### src/rtl/crc16.sv
// Parallel CRC-16/XMODEM accumulator (poly 0x1021, init 0x0000): folds one
// 64-bit word per clock into a running CRC. Define CRC16_VALID_EN to add a data_valid qualifier.
module crc16 (
    input  logic        clk,
    input  logic        rst,
    input  logic [63:0] data_in,
`ifdef CRC16_VALID_EN
    input  logic        data_valid,
`endif
    output logic [15:0] crc_out
);

    logic [15:0] crc;
    logic [15:0] crc_next;
    logic        update_en;

    // Handshake: data_in is consumed on every rising edge where data_valid is
    // high (or on every edge when the qualifier is not built in). There is no
    // backpressure; the word is absorbed in the cycle it is presented.
`ifdef CRC16_VALID_EN
    assign update_en = data_valid;
`else
    assign update_en = 1'b1;
`endif

    // 64 serial LFSR steps, MSB first; synthesis flattens this into an XOR tree.
    function automatic logic [15:0] fold_word(input logic [15:0] state,
                                              input logic [63:0] word);
        logic [15:0] c;
        logic        fb;
        c = state;
        for (int i = 63; i >= 0; i--) begin
            fb = c[15] ^ word[i];
            c  = {c[14:0], 1'b0} ^ (fb ? 16'h1021 : 16'h0000);
        end
        return c;
    endfunction

    always_comb begin
        crc_next = crc;
        if (update_en) begin
            crc_next = fold_word(crc, data_in);
        end
    end

    always_ff @(posedge clk or negedge rst) begin
        if (!rst) begin
            crc <= 16'h0000;
        end else begin
            crc <= crc_next;
        end
    end

    assign crc_out = crc;

endmodule

### config.mk
export PLATFORM = sky130hd
export DESIGN_NAME = crc16
export DESIGN_NICKNAME = d
export VERILOG_FILES = /design/src/rtl/crc16.sv
export SDC_FILE = /design/constraint.sdc
export NUM_CORES = 1
export LEC_CHECK = 0
export CORE_MARGIN = 2
export CORE_UTILIZATION = 45
export CTS_CLUSTER_SIZE = 10
export DETAILED_ROUTE_END_ITERATION = 6
export GPL_TIMING_DRIVEN = 0
export PLACE_DENSITY = 0.74
export SYNTH_ARGS = -nofsm -noshare
export SYNTH_HDL_FRONTEND = slang
export SYNTH_SLANG_ARGS = --single-unit
### constraint.sdc
create_clock -name clk -period 5.2 [get_ports clk]
set_input_delay 1.04 -clock clk [delete_from_list [all_inputs] [get_ports clk]]
set_output_delay 1.04 -clock clk [all_outputs]
set_load 0.03 [all_outputs]
Word level (Yosys, flattened, before mapping)

Cells that the tools add are included.
W data, S select, Z words.

Register bits after elaboration: 16
Output and inout bits: 16

Mux-type cells: 64
Bitwise gates (word level): 128

Operators by type and width:

| kind             | count |
|---|---|
| $xor A16 B13 Y16 | 64 |
| $mux W13         | 64 |
| $xor A1 B1 Y1    | 64 |

Depth between registers and ports, before layout

Gate-level depths: netlist of the first run.

Depth after elaboration: 192
Mapped depth: 9
Gate-level depth less buffers: 9

Worst setup path before layout of the first run

No wires, ideal clock.

Path type: input to register
From: in data_in[52]
To: reg crc[5] (netlist: crc_out[5])
Arrival: 4.132 ns
Required time: 5.057 ns
Slack: 0.925 ns
Stages on the path: 9
Buffers on the path: 0
Cell sequence: xnor2_2 > xnor3_1 > xor3_1 > xnor3_1 > xnor3_1 > xnor3_1 > xnor3_2 > xnor2_4 > xor3_4

Word-level cells in the longest chain between the ends: 81
Elaborated cells on any way between the ends: 113
Those cells by class: 30 x mux; 83 x bitwise

RTL lines:

| item                            | line | text |
|---|---|---|
| from (decl)                     | 6    | `input logic [63:0] data_in,` |
| $xor A1 B1 Y1 *                 | 33   | `fb = c[15] ^ word[i];` |
| $mux W13 *                      | 34   | `c = {c[14:0], 1'b0} ^ (fb ? 16'h1021 : 16'h0000);` |
| $xor A16 B13 Y16 * (4 in a row) | 34   |  |
| $xor A1 B1 Y1                   | 33   |  |
| $mux W13                        | 34   |  |
| $xor A16 B13 Y16 * (4 in a row) | 34   |  |
| $xor A1 B1 Y1                   | 33   |  |
| $mux W13                        | 34   |  |
| (+54 left out)                  | -    |  |
| $xor A16 B13 Y16 * (4 in a row) | 34   |  |
| $xor A1 B1 Y1                   | 33   |  |
| $mux W13                        | 34   |  |
| $xor A16 B13 Y16 * (4 in a row) | 34   |  |
| $xor A1 B1 Y1                   | 33   |  |
| $mux W13                        | 34   |  |
| $xor A16 B13 Y16 *              | 34   |  |
| named net crc_next[5]           | 14   | `logic [15:0] crc_next;` |
| to (signal assigned)            | 50   | `crc <= crc_next;` |
| to (decl)                       | 13   | `logic [15:0] crc;` |

The timed path passes the listed nets; every way through them passes the cells marked *.

Worst setup path after layout of the first run

From: in data_in[62]
To: reg crc[5] (netlist: crc_out[5])

Word-level cells in the longest chain between the ends: 89
Elaborated cells on any way between the ends: 143
Those cells by class: 40 x mux; 103 x bitwise

RTL lines:

| item                                              | line |
|---|---|
| $xor A1 B1 Y1 *                                   | 33 |
| $mux W13 *                                        | 34 |
| $xor A16 B13 Y16 * (4 in a row)                   | 34 |
| $xor A1 B1 Y1 or $xor A16 B13 Y16 (tied branches) | 33, 34 |
| $mux W13 or $xor A16 B13 Y16 (tied branches)      | 34 |
| $xor A16 B13 Y16 * (4 in a row)                   | 34 |
| $xor A1 B1 Y1 or $xor A16 B13 Y16 (tied branches) | 33, 34 |
| $mux W13 (tied with other cells)                  | 34 |
| (+48 left out)                                    | - |
| $xor A16 B13 Y16 * (11 in a row)                  | 34 |
| $xor A1 B1 Y1 or $xor A16 B13 Y16 (tied branches) | 33, 34 |
| $mux W13 (tied with other cells)                  | 34 |
| $xor A16 B13 Y16 * (11 in a row)                  | 34 |
| $xor A1 B1 Y1                                     | 33 |
| $mux W13                                          | 34 |
| $xor A16 B13 Y16 *                                | 34 |
| named net crc_next[5]                             | 14 |

Marks and branches as above.

==> summary.txt, run 1 <==
Routing
  – Pre-antenna DRT Iters: 4
  – Detail Route Antenna Nets: 0
  – Via count: 1830
  – Vias per cell: 4.54
  – Post-route DRC: 0
  – Drt total wl: 6980 um
  – Wirelength per Cell: 17.3 um
  – DRT iter0 DRCs: 55

Layout
  – Fillers: 588
  – Most frequent cells in the layout: xnor2_1, clkdlybuf4s50_1, xnor3_1, xor2_1, dfrtp_1
  – Area delta synth->final: 29.5%
  – Commonest non-fill, non-tap cell in the layout: xnor2_1
  – Share of cells above drive strength 1: 0.135
  – Register area: 400 um^2
  – ANT cells: 0
  – Flip-flop count of the largest register after layout: 16
  – Final #Nets: 371
  – Multi-input gate area: 2950 um^2

Floorplan
  – Die area: 8150 um^2
  – Height of the die: 90.3 um
  – Initial Util: 0.464
  – Die W: 90.3 um
  – Core Area: 7210 um^2
  – I/O pins: 82
  – Row cnt: 31

CTS
  – CTS Buf Count: 3
  – CTS tree: built
  – Htree depth: 1
  – Setup bufs post-CTS: 0
  – Clock Root Buffer: clkbuf_8
  – Cts repair resizes: 0
  – Worst-path clk slew: 60 ps
  – Max Buffers Root-to-Sink: 2
  – CTS Hold Bufs: 0
  – CTS Sinks: 16
  – Worst-Skew Late Latency: 240 ps

Critical path
  – Crit Path Category: input pin to register
  – Max FO, Critical Path: 6
  – Startpoint Class: input pin
  – Crit end category: register
  – CP max stage delay: 570 ps
  – Worst path required time: 5310 ps
  – Most common cell on crit path: xnor3_2
  – Cell at the slowest stage of the critical path: xnor3_1
  – CP Cell Sequence: clkdlybuf4s50_1, xor2_2, xnor3_1, xnor3_2, xnor2_1, xnor2_2, xor2_1, xnor3_2, xnor2_4, xor3_4
  – Worst EP arrival: 5040 ps

Yosys
  – Mapped Area: 3350 um^2
  – Synthesized flop and latch total: 16
  – Netlist cell types: 13
  – Sequential fraction of the synthesis area: 0.119
  – Post-Synthesis Cells: 219
  – Net Count, Synth: 285
  – Syn_area_per_cell: 15.3 um^2
  – Syn. warnings: 0

Status
  – Status: completed

Placement
  – Port Buffer Count: 81
  – GPL Wtd Cong: 0.811
  – HPWL Detailed: 6270 um

Global route
  – Largest net degree at the start of global routing: 17
  – GRT Overall Usage: 0.176
  – First-pass GRT wire length: 10900 um
  – Vias in the first global route: 2015
  – Initial antenna violation count: 0
  – Total gr overflow: 0

Timing
  – Min cycle time layout: 4930 ps
  – Final hold viol count: 0
  – Max Slew Vio Count: 0
  – Slew headroom: 0.535
  – # setup viols final: 0
  – Unrepaired setup endpoints after global routing: no
  – Final setup TNS: 0 ps
  – Final setup skew: 0.995 ps
  – FMAX: 0.203 GHz
  – Slew of the pin with the lowest slew margin: 695 ps
  – Tcrit/Tclk final: 0.949

Min path
  – Hold Crit Class: input pin to asynchronous set/reset pin

Run
  – Max-cap violations: 0
layer usage:
layer / vias up / GRT usage / routed length, um
met1: 879 / 0.237 / 3060
met2: 52 / 0.315 / 3580
met4: 0 / 0.0205 / 63
met5: - / 0 / 0
met3: 4 / 0.0217 / 269
li1: 895 / - / -
Yosys cell counts, drive strengths merged:
cell	number	area, um^2
dfrtp	16	400
inv	1	3.75
xnor3	55	1250
xor3	11	275
xor2	37	354
xnor2	99	1060
path summary, 6_finish.rpt:
kind                                       from                    end  slack [ps]  cells past startpoint
hold / removal                              rst  crc_out[11]$_DFF_PN0_        1220                      1
hold reg to reg            crc_out[7]$_DFF_PN0_   crc_out[3]$_DFF_PN0_        1530                      7
setup / recovery                    data_in[62]   crc_out[5]$_DFF_PN0_         270                     10
setup reg to reg           crc_out[3]$_DFF_PN0_   crc_out[5]$_DFF_PN0_        1130                      9
max in group asynchronous                   rst  crc_out[15]$_DFF_PN0_        3540                      1
min in group clk           crc_out[7]$_DFF_PN0_   crc_out[3]$_DFF_PN0_        1530                      7
per-stage QoR:
stage               worst slack (ps)  hold WS, ps  cells  cell area (um^2)  utilization
finish                           266         1220    403              4340        0.602
global route                     137         1280    403              4340        0.602
CTS                              251         1240    403              4340        0.602
detailed placement              5.33         1500    399              4290        0.594
global placement                68.8         1500    399              4290        0.594
floorplan                        925          744    219              3350            -
critical path: cells and delay by family:
kind / cells / cell delay [ps]
buffers and inverters: 1 / 540
xor gates and xnor gates: 9 / 3470
cell type report:
| class | count | share of cell area |
|---|---|---|
| Sequential cell | 16 | 0.0922 |
| Inverter | 1 | 0.000865 |
| Multi-Input combinational cell | 202 | 0.679 |
| Timing Repair Buffer | 81 | 0.187 |
| Tap cell | 99 | 0.0285 |
| Clock buffer | 4 | 0.0127 |
kinds of logic after synthesis:
| family | Yosys count | share of synthesized area |
|---|---|---|
| XOR/XNOR | 202 | 0.879 |
| flip-flops | 16 | 0.119 |
| buffers and inverters | 1 | 0.00112 |
Power of run 1 is not shown: default switching activity piles up to over one toggle a cycle in this logic, so the estimate is an artifact.
==> inputs of run 2 (changes only) <==
- CELL_PAD_IN_SITES_DETAIL_PLACEMENT: default -> 0
- CELL_PAD_IN_SITES_GLOBAL_PLACEMENT: default -> 1
- CORE_UTILIZATION: 45 -> 25
- GPL_TIMING_DRIVEN: 0 -> default
- PLACE_DENSITY: 0.74 -> default
- PLACE_DENSITY_LB_ADDON: default -> 0.1
==> run 2 against run 1 <==
  * Register-to-register slack improved by 20 ps
  * Utilization is 25 points lower
  * Non-clock buffer count rose by 19
  * Sequential share of layout area shrank 0.52 points
  * Die area up 76%
  * Critical path type unchanged
  * Final cell count is 24% higher
  * First-iteration DRC count is 29% lower
  * Final area up 6.0%
  * Global-route usage down 5.0 points
==> summary.txt, run 2 (synthesis results as in run 1) <==
Layout
  – ANT cells: 0 (unchanged)
  – Final core area utilization: 0.349 (was 0.602)
  – Commonest non-fill, non-tap cell in the layout: xnor2_1 (unchanged)
  – Area delta synth->final: 37.3% (was 29.5%)
  – Final #Nets: 390 (was 371)
  – Multi-input gate area: 2950 um^2 (unchanged)
  – Register area: 400 um^2 (unchanged)
  – Fillers: 1291 (was 588)
  – Most frequent cells in the layout: xnor2_1, clkdlybuf4s50_1, xnor3_1, xor2_1, buf_4 (was xnor2_1, clkdlybuf4s50_1, xnor3_1, xor2_1, dfrtp_1)
  – Share of cells above drive strength 1: 0.183 (was 0.135)
  – Flip-flop count of the largest register after layout: 16 (unchanged)

Global route
  – Total gr overflow: 0 (unchanged)
  – Initial antenna violation count: 0 (unchanged)
  – Largest net degree at the start of global routing: 17 (unchanged)
  – GRT Overall Usage: 0.126 (was 0.176)
  – First-pass GRT wire length: 13300 um (was 10900 um)
  – Vias in the first global route: 2164 (was 2015)

CTS
  – Clock Root Buffer: clkbuf_16 (was clkbuf_8)
  – CTS Sinks: 16 (unchanged)
  – Max Buffers Root-to-Sink: 2 (unchanged)
  – CTS tree: built (unchanged)
  – Htree depth: 1 (unchanged)
  – Worst-path clk slew: 50 ps (was 60 ps)
  – CTS Hold Bufs: 0 (unchanged)
  – Cts repair resizes: 0 (unchanged)
  – Setup bufs post-CTS: 0 (unchanged)
  – CTS Buf Count: 3 (unchanged)
  – Worst-Skew Late Latency: 240 ps (about the same)

Critical path
  – CP top delay family: XOR/XNOR gates (unchanged)
  – Worst path required time: 5310 ps (about the same)
  – Worst EP arrival: 4960 ps (was 5040 ps)
  – CP Buf/Inv Count: 1 (unchanged)
  – Crit end category: register (unchanged)
  – CP max stage delay: 600 ps (was 570 ps)
  – RR Startpoint: crc_out[4]$_DFF_PN0_ (was crc_out[3]$_DFF_PN0_)
  – CP Launch Point: data_in[52] (was data_in[62])
  – Max FO, Critical Path: 4 (was 6)
  – Startpoint Class: input pin (unchanged)
  – Cell at the slowest stage of the critical path: xnor3_1 (unchanged)
  – Most common cell on crit path: xnor3_1 (was xnor3_2)
  – Crit Path Category: input pin to register (unchanged)
  – CP Cell Sequence: clkdlybuf4s50_1, xnor2_2, xnor3_1, xor3_1, xnor3_1, xnor3_1, xnor3_1, xnor3_2, xnor2_4, xor3_4 (was clkdlybuf4s50_1, xor2_2, xnor3_1, xnor3_2, xnor2_1, xnor2_2, xor2_1, xnor3_2, xnor2_4, xor3_4)

Timing
  – Final hold viol count: 0 (unchanged)
  – Slew headroom: 0.501 (was 0.535)
  – Final worst slack: 351 ps (was 266 ps)
  – # setup viols final: 0 (unchanged)
  – Min cycle time layout: 4850 ps (was 4930 ps)
  – FMAX: 0.206 GHz (was 0.203 GHz)
  – Tcrit/Tclk final: 0.932 (was 0.949)
  – Max Slew Vio Count: 0 (unchanged)
  – Final setup TNS: 0 ps (unchanged)
  – Unrepaired setup endpoints after global routing: no (unchanged)
  – Slew of the pin with the lowest slew margin: 746 ps (was 695 ps)
  – Final setup skew: 4.60 ps (was 0.995 ps)

Floorplan
  – Die W: 120 um (was 90.3 um)
  – Initial Util: 0.254 (was 0.464)
  – Height of the die: 120 um (was 90.3 um)
  – Row cnt: 42 (was 31)
  – I/O pins: 82 (unchanged)
  – Core Area: 13200 um^2 (was 7210 um^2)
  – Die area: 14300 um^2 (was 8150 um^2)

Routing
  – Via count: 1873 (was 1830)
  – Pre-antenna DRT Iters: 6 (was 4)
  – Post-route DRC: 0 (unchanged)
  – Vias per cell: 3.76 (was 4.54)
  – DRT iter0 DRCs: 39 (was 55)
  – Detail Route Antenna Nets: 0 (unchanged)
  – Drt total wl: 8680 um (was 6980 um)
  – Wirelength per Cell: 17.4 um (was 17.3 um)

Min path
  – Hold Crit Class: input pin to asynchronous set/reset pin (unchanged)

Status
  – Status: completed (unchanged)

Placement
  – Port Buffer Count: 81 (unchanged)
  – Place WS: 47.0 ps (was 5.33 ps)
  – GPL Wtd Cong: 0.800 (was 0.811)
  – HPWL Detailed: 7910 um (was 6270 um)

Run
  – Max-cap violations: 0 (unchanged)
==> run 2: cell type report <==
type                    count  area share
well taps                 176      0.0479
multi-input cells         202       0.641
inverters                   1    0.000816
flip-flops and latches     16      0.0871
repair buffers            100       0.207
clock buffers               3      0.0163
==> run 2: metal layers <==
metal	vias up	share of wire	track usage
met5	-	0	0
met4	0	0	0.00882
met3	0	0.028	0.0124
met2	47	0.49	0.220
met1	892	0.48	0.177
li1	934	-	-
==> run 2: stage by stage <==
stage | hold WS, ps | instances | area, um^2
floorplan | 744 | 219 | 3350
detailed placement | 1530 | 495 | 4520
CTS | 1280 | 498 | 4600
finish | 1240 | 498 | 4600
global route | 1320 | 498 | 4600
global placement | 1530 | 495 | 4520
==> run 2: worst paths after layout <==
check	slack (ps)	to	cells past startpoint
worst max-delay path	350	crc_out[5]$_DFF_PN0_	10
worst min register to register	1620	crc_out[4]$_DFF_PN0_	5
max in group asynchronous	3490	crc_out[3]$_DFF_PN0_	1
min in group clk	1610	crc_out[14]$_DFF_PN0_	3
worst max register to register	1150	crc_out[5]$_DFF_PN0_	9
worst min-delay path	1240	crc_out[4]$_DFF_PN0_	1
Power of run 2 is left out for the same reason.
